### config.mk
export PLATFORM = sky130hd
export DESIGN_NAME = sram_port_arbiter_flat
export DESIGN_NICKNAME = d
export VERILOG_FILES = /design/src/rtl/sram_port_arbiter_if.sv /design/src/rtl/sram_port_arbiter.sv /design/src/flat_wrapper.sv
export SDC_FILE = /design/constraint.sdc
export NUM_CORES = 1
export LEC_CHECK = 0
export BUFFER_PORTS_ARGS = -buffer_cell sky130_fd_sc_hd__buf_2
export CAP_MARGIN = 20
export CELL_PAD_IN_SITES_DETAIL_PLACEMENT = 0
export CELL_PAD_IN_SITES_GLOBAL_PLACEMENT = 1
export CORE_AREA = 2 2 145 147
export CTS_CLUSTER_SIZE = 14
export DETAILED_ROUTE_END_ITERATION = 8
export DIE_AREA = 0 0 147 149
export GPL_ROUTABILITY_DRIVEN = 1
export PLACE_DENSITY = 0.67
export SYNTH_ARGS = -nofsm -noshare
export SYNTH_HDL_FRONTEND = slang
export SYNTH_SLANG_ARGS = --single-unit
### constraint.sdc
create_clock -name clk_i -period 1.64 [get_ports clk_i]
set_clock_uncertainty 0.15 [all_clocks]
set_input_delay 0.082 -clock clk_i [delete_from_list [all_inputs] [get_ports clk_i]]
set_output_delay 0.082 -clock clk_i [all_outputs]
set_load 0.02 [all_outputs]
### src/rtl/sram_port_arbiter_if.sv
// Requester-side bus of the SRAM port arbiter.
//   req_i    : per-requester access request (index 0 = calc ctrl, 1 = loader)
//   we_i     : per-requester op type, 1 = write, 0 = read
//   addr_i   : per-requester word address
//   wdata_i  : per-requester write data
//   gnt_o    : access accepted this cycle (transfer when req_i & gnt_o)
//   rvalid_o : read data valid for requester k
//   rdata_o  : returned read data, qualified by rvalid_o
// master = requester side, slave = arbiter side.
interface sram_port_arbiter_if #(
    parameter int ADDR_W        = 9,
    parameter int MEM_WORD_SIZE = 64
);
    logic [1:0]                    req_i;
    logic [1:0]                    we_i;
    logic [1:0][ADDR_W-1:0]        addr_i;
    logic [1:0][MEM_WORD_SIZE-1:0] wdata_i;
    logic [1:0]                    gnt_o;
    logic [1:0]                    rvalid_o;
    logic [MEM_WORD_SIZE-1:0]      rdata_o;

    modport master (
        output req_i, we_i, addr_i, wdata_i,
        input  gnt_o, rvalid_o, rdata_o
    );

    modport slave (
        input  req_i, we_i, addr_i, wdata_i,
        output gnt_o, rvalid_o, rdata_o
    );
endinterface

### src/rtl/sram_port_arbiter.sv
// Two-requester arbiter in front of the SRAM_A/SRAM_B pair (port 0 write-only,
// port 1 read-only). Write and read ports are arbitrated independently with
// round-robin pointers, same-address read/write collisions are resolved in
// favour of the write, and read data is steered back to the issuing requester.
// Ports:
//   clk_i, rst_i : clock, synchronous active-high reset
//   req_if       : requester bus (slave side)
//   write_o, w_addr_o, w_data_o : SRAM port-0 strobe/address/data
//   read_o, r_addr_o            : SRAM port-1 strobe/address
//   r_data_i                    : SRAM port-1 data, RD_LAT cycles after read_o
module sram_port_arbiter #(
    parameter int ADDR_W        = 9,
    parameter int MEM_WORD_SIZE = 64,
    parameter int RD_LAT        = 1    // must be >= 1
) (
    input  logic                     clk_i,
    input  logic                     rst_i,
    sram_port_arbiter_if.slave       req_if,
    output logic                     write_o,
    output logic [ADDR_W-1:0]        w_addr_o,
    output logic [MEM_WORD_SIZE-1:0] w_data_o,
    output logic                     read_o,
    output logic [ADDR_W-1:0]        r_addr_o,
    input  logic [MEM_WORD_SIZE-1:0] r_data_i
);

    logic [1:0] wr_cand;
    logic [1:0] rd_cand;
    logic       wr_any;
    logic       rd_any;
    logic       wr_win;
    logic       rd_win;
    logic       collision;
    logic       wr_go;
    logic       rd_go;
    logic [1:0] gnt;
    logic [1:0] rvalid;

    logic       wr_ptr_reg, wr_ptr_next;
    logic       rd_ptr_reg, rd_ptr_next;

    // Owner tracking for reads in flight; the last stage lines up with r_data_i.
    logic [RD_LAT-1:0] pipe_valid_reg, pipe_valid_next;
    logic [RD_LAT-1:0] pipe_owner_reg, pipe_owner_next;

    // Arbitration decision
    always_comb begin
        wr_cand = req_if.req_i & req_if.we_i;
        rd_cand = req_if.req_i & ~req_if.we_i;
        wr_any  = |wr_cand;
        rd_any  = |rd_cand;
        // With a single candidate its index is simply bit 1 of the vector.
        wr_win  = (wr_cand == 2'b11) ? wr_ptr_reg : wr_cand[1];
        rd_win  = (rd_cand == 2'b11) ? rd_ptr_reg : rd_cand[1];
        // A read that targets the word being written this cycle would return
        // stale data; hold it back one cycle so it sees the new value.
        collision = wr_any && rd_any &&
                    (req_if.addr_i[wr_win] == req_if.addr_i[rd_win]);
        wr_go = wr_any && !rst_i;
        rd_go = rd_any && !collision && !rst_i;
    end

    // Round-robin pointers: after a grant, priority passes to the other requester.
    always_comb begin
        wr_ptr_next = wr_go ? ~wr_win : wr_ptr_reg;
        rd_ptr_next = rd_go ? ~rd_win : rd_ptr_reg;
    end

    always_ff @(posedge clk_i) begin
        if (rst_i) begin
            wr_ptr_reg     <= 1'b0;
            rd_ptr_reg     <= 1'b0;
            pipe_valid_reg <= '0;
            pipe_owner_reg <= '0;
        end else begin
            wr_ptr_reg     <= wr_ptr_next;
            rd_ptr_reg     <= rd_ptr_next;
            pipe_valid_reg <= pipe_valid_next;
            pipe_owner_reg <= pipe_owner_next;
        end
    end

    genvar gi;
    generate
        for (gi = 0; gi < RD_LAT; gi++) begin : g_rd_pipe
            if (gi == 0) begin : g_head
                assign pipe_valid_next[gi] = rd_go;
                assign pipe_owner_next[gi] = rd_win;
            end else begin : g_tail
                assign pipe_valid_next[gi] = pipe_valid_reg[gi-1];
                assign pipe_owner_next[gi] = pipe_owner_reg[gi-1];
            end
        end
    endgenerate

    // SRAM strobes and grants
    always_comb begin
        gnt      = '0;
        write_o  = 1'b0;
        w_addr_o = '0;
        w_data_o = '0;
        read_o   = 1'b0;
        r_addr_o = '0;
        if (wr_go) begin
            write_o     = 1'b1;
            w_addr_o    = req_if.addr_i[wr_win];
            w_data_o    = req_if.wdata_i[wr_win];
            gnt[wr_win] = 1'b1;
        end
        if (rd_go) begin
            read_o      = 1'b1;
            r_addr_o    = req_if.addr_i[rd_win];
            gnt[rd_win] = 1'b1;
        end
    end

    // Read return: one-hot by construction since only one read is in each stage.
    // A return landing in a reset cycle is dropped along with the pipeline.
    generate
        for (gi = 0; gi < 2; gi++) begin : g_rvalid
            assign rvalid[gi] = !rst_i && pipe_valid_reg[RD_LAT-1] &&
                                (pipe_owner_reg[RD_LAT-1] == 1'(gi));
        end
    endgenerate

    assign req_if.gnt_o    = gnt;
    assign req_if.rvalid_o = rvalid;
    assign req_if.rdata_o  = (|rvalid) ? r_data_i : '0;

endmodule

### src/flat_wrapper.sv
// flat-port wrapper written by rule: the top's interface ports become plain ports
module sram_port_arbiter_flat 
#(
    parameter int ADDR_W        = 9,
    parameter int MEM_WORD_SIZE = 64,
    parameter int RD_LAT        = 1                   
)
  (clk_i, rst_i, write_o, w_addr_o, w_data_o, read_o, r_addr_o, r_data_i, req_if_req_i, req_if_we_i, req_if_addr_i, req_if_wdata_i, req_if_gnt_o, req_if_rvalid_o, req_if_rdata_o);
  sram_port_arbiter_if #(.ADDR_W(ADDR_W), .MEM_WORD_SIZE(MEM_WORD_SIZE)) req_if_i ();
  input  logic clk_i;
  input  logic rst_i;
  output logic write_o;
  output logic [ADDR_W-1:0] w_addr_o;
  output logic [MEM_WORD_SIZE-1:0] w_data_o;
  output logic read_o;
  output logic [ADDR_W-1:0] r_addr_o;
  input  logic [MEM_WORD_SIZE-1:0] r_data_i;
  input wire logic [$bits(req_if_i.req_i)-1:0] req_if_req_i;
  input wire logic [$bits(req_if_i.we_i)-1:0] req_if_we_i;
  input wire logic [$bits(req_if_i.addr_i)-1:0] req_if_addr_i;
  input wire logic [$bits(req_if_i.wdata_i)-1:0] req_if_wdata_i;
  output wire logic [$bits(req_if_i.gnt_o)-1:0] req_if_gnt_o;
  output wire logic [$bits(req_if_i.rvalid_o)-1:0] req_if_rvalid_o;
  output wire logic [$bits(req_if_i.rdata_o)-1:0] req_if_rdata_o;
  assign req_if_i.req_i = req_if_req_i;
  assign req_if_i.we_i = req_if_we_i;
  assign req_if_i.addr_i = req_if_addr_i;
  assign req_if_i.wdata_i = req_if_wdata_i;
  assign req_if_gnt_o = req_if_i.gnt_o;
  assign req_if_rvalid_o = req_if_i.rvalid_o;
  assign req_if_rdata_o = req_if_i.rdata_o;
  sram_port_arbiter #(.ADDR_W(ADDR_W), .MEM_WORD_SIZE(MEM_WORD_SIZE), .RD_LAT(RD_LAT)) u_core (.clk_i(clk_i), .rst_i(rst_i), .req_if(req_if_i), .write_o(write_o), .w_addr_o(w_addr_o), .w_data_o(w_data_o), .read_o(read_o), .r_addr_o(r_addr_o), .r_data_i(r_data_i));
endmodule
### After elaboration in Yosys (flattened, before gate mapping)

Index checks and enable logic that the tools add are counted.

| word-level totals | value |
|---|---|
| output and inout port bits | 152 |
| register bits | 4 |
| input port bits | 216 |

| operators by class | value |
|---|---|
| mux-type cells | 20 |
| equal/unequal tests | 3 |
| magnitude comparators | 4 |
| bitwise logic cells | 7 |
| reduce and logical (&&, ||, !) cells | 15 |

Operators by type and width:

| operator | count |
|---|---|
| 64-bit two-way mux | 4 |
| 9-bit two-way mux | 6 |
| 1-bit logical AND | 10 |
| 9-bit == test | 1 |
| 1-bit two-way mux | 6 |
| 2-bit OR reduction | 3 |
| 2-bit AND | 2 |
| 2-bit == test, second input constant | 2 |
| 1-bit by 2-bit less-than comparator with 1-bit output, second input constant | 2 |
| 2-bit two-way mux | 2 |
| 1-bit NOT | 3 |
| 1-bit demux with 1-bit select | 2 |
| 1-bit greater-or-equal comparator, second input constant | 2 |
| 1-bit logical NOT | 2 |
| 2-bit NOT | 1 |
| 2-bit OR | 1 |

### Logic depth before layout (Yosys ltp)

| depth | value |
|---|---|
| word-level depth | 12 |
| mapped depth | 6 |

### Least setup slack after synthesis

Ideal clock, no wire load.

| timing path | value |
|---|---|
| path kind | register to output |
| from | register u_core.wr_ptr_reg |
| to | output req_if_gnt_o[0] |
| arrival time | 1.454 ns |
| buffers on the path | 0 |
| stages on the path, launching flop included | 6 |
| path slack | -0.046 ns |
| path through | dfxtp_1 nand3b_1 nand2_1 a211oi_2 nor3_1 o32ai_1 |

| on the way | value |
|---|---|
| longest elaborated chain between the ends | 9 |
| elaborated cells on any way between the ends | 16 |

Ends and longest elaborated chain:

| item | RTL line | text |
|---|---|---|
| start: declaration | sram_port_arbiter.sv:39 | `logic wr_ptr_reg, wr_ptr_next;` |
| start signal: assignment | sram_port_arbiter.sv:76 | `wr_ptr_reg <= wr_ptr_next;` |
| 1-bit two-way mux * | sram_port_arbiter.sv:53 | `wr_win = (wr_cand == 2'b11) ? wr_ptr_reg : wr_cand[1];` |
| 9-bit two-way mux (implied by the code) (2 in a row) | sram_port_arbiter.sv:58 | `(req_if.addr_i[wr_win] == req_if.addr_i[rd_win]);` |
| 9-bit == test | sram_port_arbiter.sv:58 |  |
| 1-bit logical AND | sram_port_arbiter.sv:57 | `collision = wr_any && rd_any &&` |
| 1-bit logical NOT | sram_port_arbiter.sv:60 | `rd_go = rd_any && !collision && !rst_i;` |
| 1-bit logical AND (2 in a row) | sram_port_arbiter.sv:60 |  |
| 2-bit two-way mux * | sram_port_arbiter.sv:110 | `if (rd_go) begin` |
| end: declaration | flat_wrapper.sv:22 | `output wire logic [$bits(req_if_i.gnt_o)-1:0] req_if_gnt_o;` |

Every way passes the cells marked *; elsewhere a longest branch is shown, timed or not. The select of a mux whose other input is x is not followed.

### Final worst setup path

| timing path | value |
|---|---|
| from | register u_core.wr_ptr_reg |
| to | output r_addr_o[0] |

| on the way | value |
|---|---|
| longest elaborated chain between the ends | 9 |

Ends and longest elaborated chain:

| item | RTL line | text |
|---|---|---|
| 1-bit two-way mux | sram_port_arbiter.sv:53 |  |
| 9-bit two-way mux (implied by the code) (2 in a row) | sram_port_arbiter.sv:58 |  |
| 9-bit == test | sram_port_arbiter.sv:58 |  |
| 1-bit logical AND | sram_port_arbiter.sv:57 |  |
| 1-bit logical NOT | sram_port_arbiter.sv:60 |  |
| 1-bit logical AND (2 in a row) | sram_port_arbiter.sv:60 |  |
| 9-bit two-way mux | sram_port_arbiter.sv:110 |  |
| end: declaration | flat_wrapper.sv:16 | `output logic [ADDR_W-1:0] r_addr_o;` |

No other way between the ends. The select of a mux whose other input is x is not followed.

==> flow_summary.yaml <==
run_status:
  status: "finished, violations left"
  violations: "setup timing"
sta:
  period_share: 1.25
  slew_viol_final: 0
  slew_headroom: 0.738
  rsz0062_at_grt: "yes"
  final.min_clock_period_ns: 2.04
  setup_tns_ns: -29.44
  finalHoldViolCount: 0
  setup_slack_ns: -0.403
  tightest_slew_ns: 0.394
  timing.fmax_ghz: 0.489
  setup_viol: 87
critical_path:
  cp_max_fo: 5
  crit_path_start_kind: "flip-flop"
  cp-end-kind: "output port"
  required_ns: 1.41
  arrival_ns: 1.81
  rr_worst_depth: 6
  reg2reg_to: "u_core.rd_ptr_reg$_SDFFE_PP0P_"
  rrSetupSlack_ns: -0.19
  r2r-start: "u_core.rd_ptr_reg$_SDFFE_PP0P_"
  crit_type: "reg2out"
clocking:
  htree_levels: 1
  cts-root-buf: "clkbuf_16"
  clock_latency_ns: 0.23
  cts_sinks: 4
  clk_path_buf_depth: 2
  cts_tree: "yes"
  cts_buffers: 3
  clk_pin_slew_ns: 0.03
finish:
  drive_above_1_share: 0.705
  diodes: 0
  multi_input_area_um2: 1710
  n_fill_cell: 2256
  mostFrequentLayoutCell: "buf_2"
  mostFrequentLayoutCells: "287 x buf_2, 80 x buf_6, 66 x and2_1"
  area_growth_pct: 196
  nets: 886
  area.sequential_um2: 81.3
detailed_routing:
  dr_total_vias: 3632
  dr.pass1.iters: 4
  detail-route-antenna-nets: 0
  dr.first_iter.drc_count: 104
  routed_wl_um: 15600
  wire_per_inst_um: 16.5
  drc: 0
  viasPerCell: 3.85
global_route:
  grt_max_degree: 67
  globalRouteTotalUtil: 0.112
  grt_pass1_wl_um: 19100
  overflow: 0
  grt_pass1_vias: 3199
  antenna_found_initial: 1
placed_design:
  post-dp-hpwl_um: 11100
  numPortBuffers: 367
  place_congestion: 0.811
  post-place-ws_ns: -0.232
synth:
  synth_nets: 482
  syn_inst: 266
  synth-warning-count: 0
  async_reset_ff_frac: 0
  seq_area_frac_synth: 0.0448
  synth_area_leaders: "a22o_1 31%, and2_1 23%, nand2_1 8.2%"
  synth_edf_count: 0
  netlist_area_um2: 1790
  synth_cell_type_count: 36
  ys_seq_elements: 4
  synthFlopType: "dfxtp_1"
  syn_avg_cell_area_um2: 6.71
  yosys.area.top_type: "a22o_1"
  yosys.area.top_type_share: 0.314
floorplanning:
  die_w_um: 147
  die-area_um2: 21900
  io_pins: 368
  row_count: 53
  die_h_um: 149
  initial_core_util: 0.0869
  coreArea_um2: 20600
flow_run:
  maxCapViolations: 0
hold_path:
  hold_depth: 3
  hold_class: "in2reg"
  hold_end: "u_core.wr_ptr_reg$_SDFFE_PP0P_"
  hp-start: "req_if_we_i[0]"
pwr:
  leakagePower_uw: 0.00286
  peakVddDrop_v: 0.000235
  p_per_area_nw_per_um2: 396
[metal layers]
| layer | GRT usage | wire, µm | part of all wire |
|---|---|---|---|
| met4 | 0.0149 | 280 | 0.018 |
| met5 | 0 | 12 | 0.00077 |
| met3 | 0.0220 | 1210 | 0.077 |
| met1 | 0.138 | 6380 | 0.41 |
| met2 | 0.209 | 7720 | 0.49 |
[cells by family after synthesis]
logic type	count (synthesis)	share of synthesized area
buffers and inverters	32	0.0778
flip-flops	4	0.0449
XOR/XNOR	7	0.0343
AO/OA/AOI/OAI	97	0.458
AND/OR/NAND/NOR	126	0.385
[report_power, final]
part	total (µW)	switching (µW)	internal [µW]
logic	1590	793	801
clock network	389	76.5	312
registers	110	3.52	107
total	2090	873	1220
[per-stage QoR]
| step | total power [µW] | hold WS [ns] | cells | instance area, µm² | utilization |
|---|---|---|---|---|---|
| finish | 2090 | 0.0940 | 943 | 5290 | 0.257 |
| floorplan | 733 | 0.118 | 266 | 1790 | - |
| global route | 2200 | 0.141 | 943 | 5290 | 0.257 |
| global placement | 1370 | 0.311 | 921 | 4220 | 0.205 |
| CTS | 1920 | 0.0896 | 933 | 4750 | 0.231 |
| detailed placement | 1370 | 0.315 | 921 | 4220 | 0.205 |
[cell usage after synthesis (all sizes together) (2+ instances only)]
library cell / instances
a21oi: 21
a22o: 64
and2: 68
buf: 15
clkbuf: 11
dfxtp: 4
inv: 6
nand2: 39
nor2: 5
nor2b: 5
nor3: 3
o211a: 2
o21ai: 2
o32ai: 3
xnor2: 6
[critical path: stages (launching register included)]
cell and delay, ns:
dfxtp_1 0.29, nand3b_1 0.26, a21oi_2 0.25, a211oi_4 0.07
o31ai_4 0.31, buf_4 0.22, a21oi_2 0.03, buf_2 0.15
[repair_timing]
action                     CTS  global route
gates cloned                 5             8
buffers inserted             6             4
hold buffers                 0             0
gates resized for setup     88           111
pin swaps                   10            29
setup endpoints to repair   87            87
[cell type report]
type / instances / share of cell area
inverter: 6 / 0.00426
tap: 275 / 0.0651
multi-input combinational: 230 / 0.324
sequential: 4 / 0.0154
timing repair buffer: 425 / 0.577
clock buffer: 3 / 0.0142
[how the worst max path moves through the flow]
stage / start / to / slack (ns) / cells past startpoint
after floorplan: u_core.rd_ptr_reg$_SDFFE_PP0P_ / r_addr_o[0] / 0.05 / 6
after global placement: u_core.wr_ptr_reg$_SDFFE_PP0P_ / w_data_o[4] / -0.24 / 7
after detailed placement: u_core.wr_ptr_reg$_SDFFE_PP0P_ / w_data_o[4] / -0.23 / 7
after CTS: u_core.wr_ptr_reg$_SDFFE_PP0P_ / req_if_gnt_o[1] / -0.38 / 7
after global routing: u_core.wr_ptr_reg$_SDFFE_PP0P_ / w_data_o[6] / -0.48 / 8
final: u_core.wr_ptr_reg$_SDFFE_PP0P_ / r_addr_o[0] / -0.40 / 7
Power figures use the tool's default switching activity.
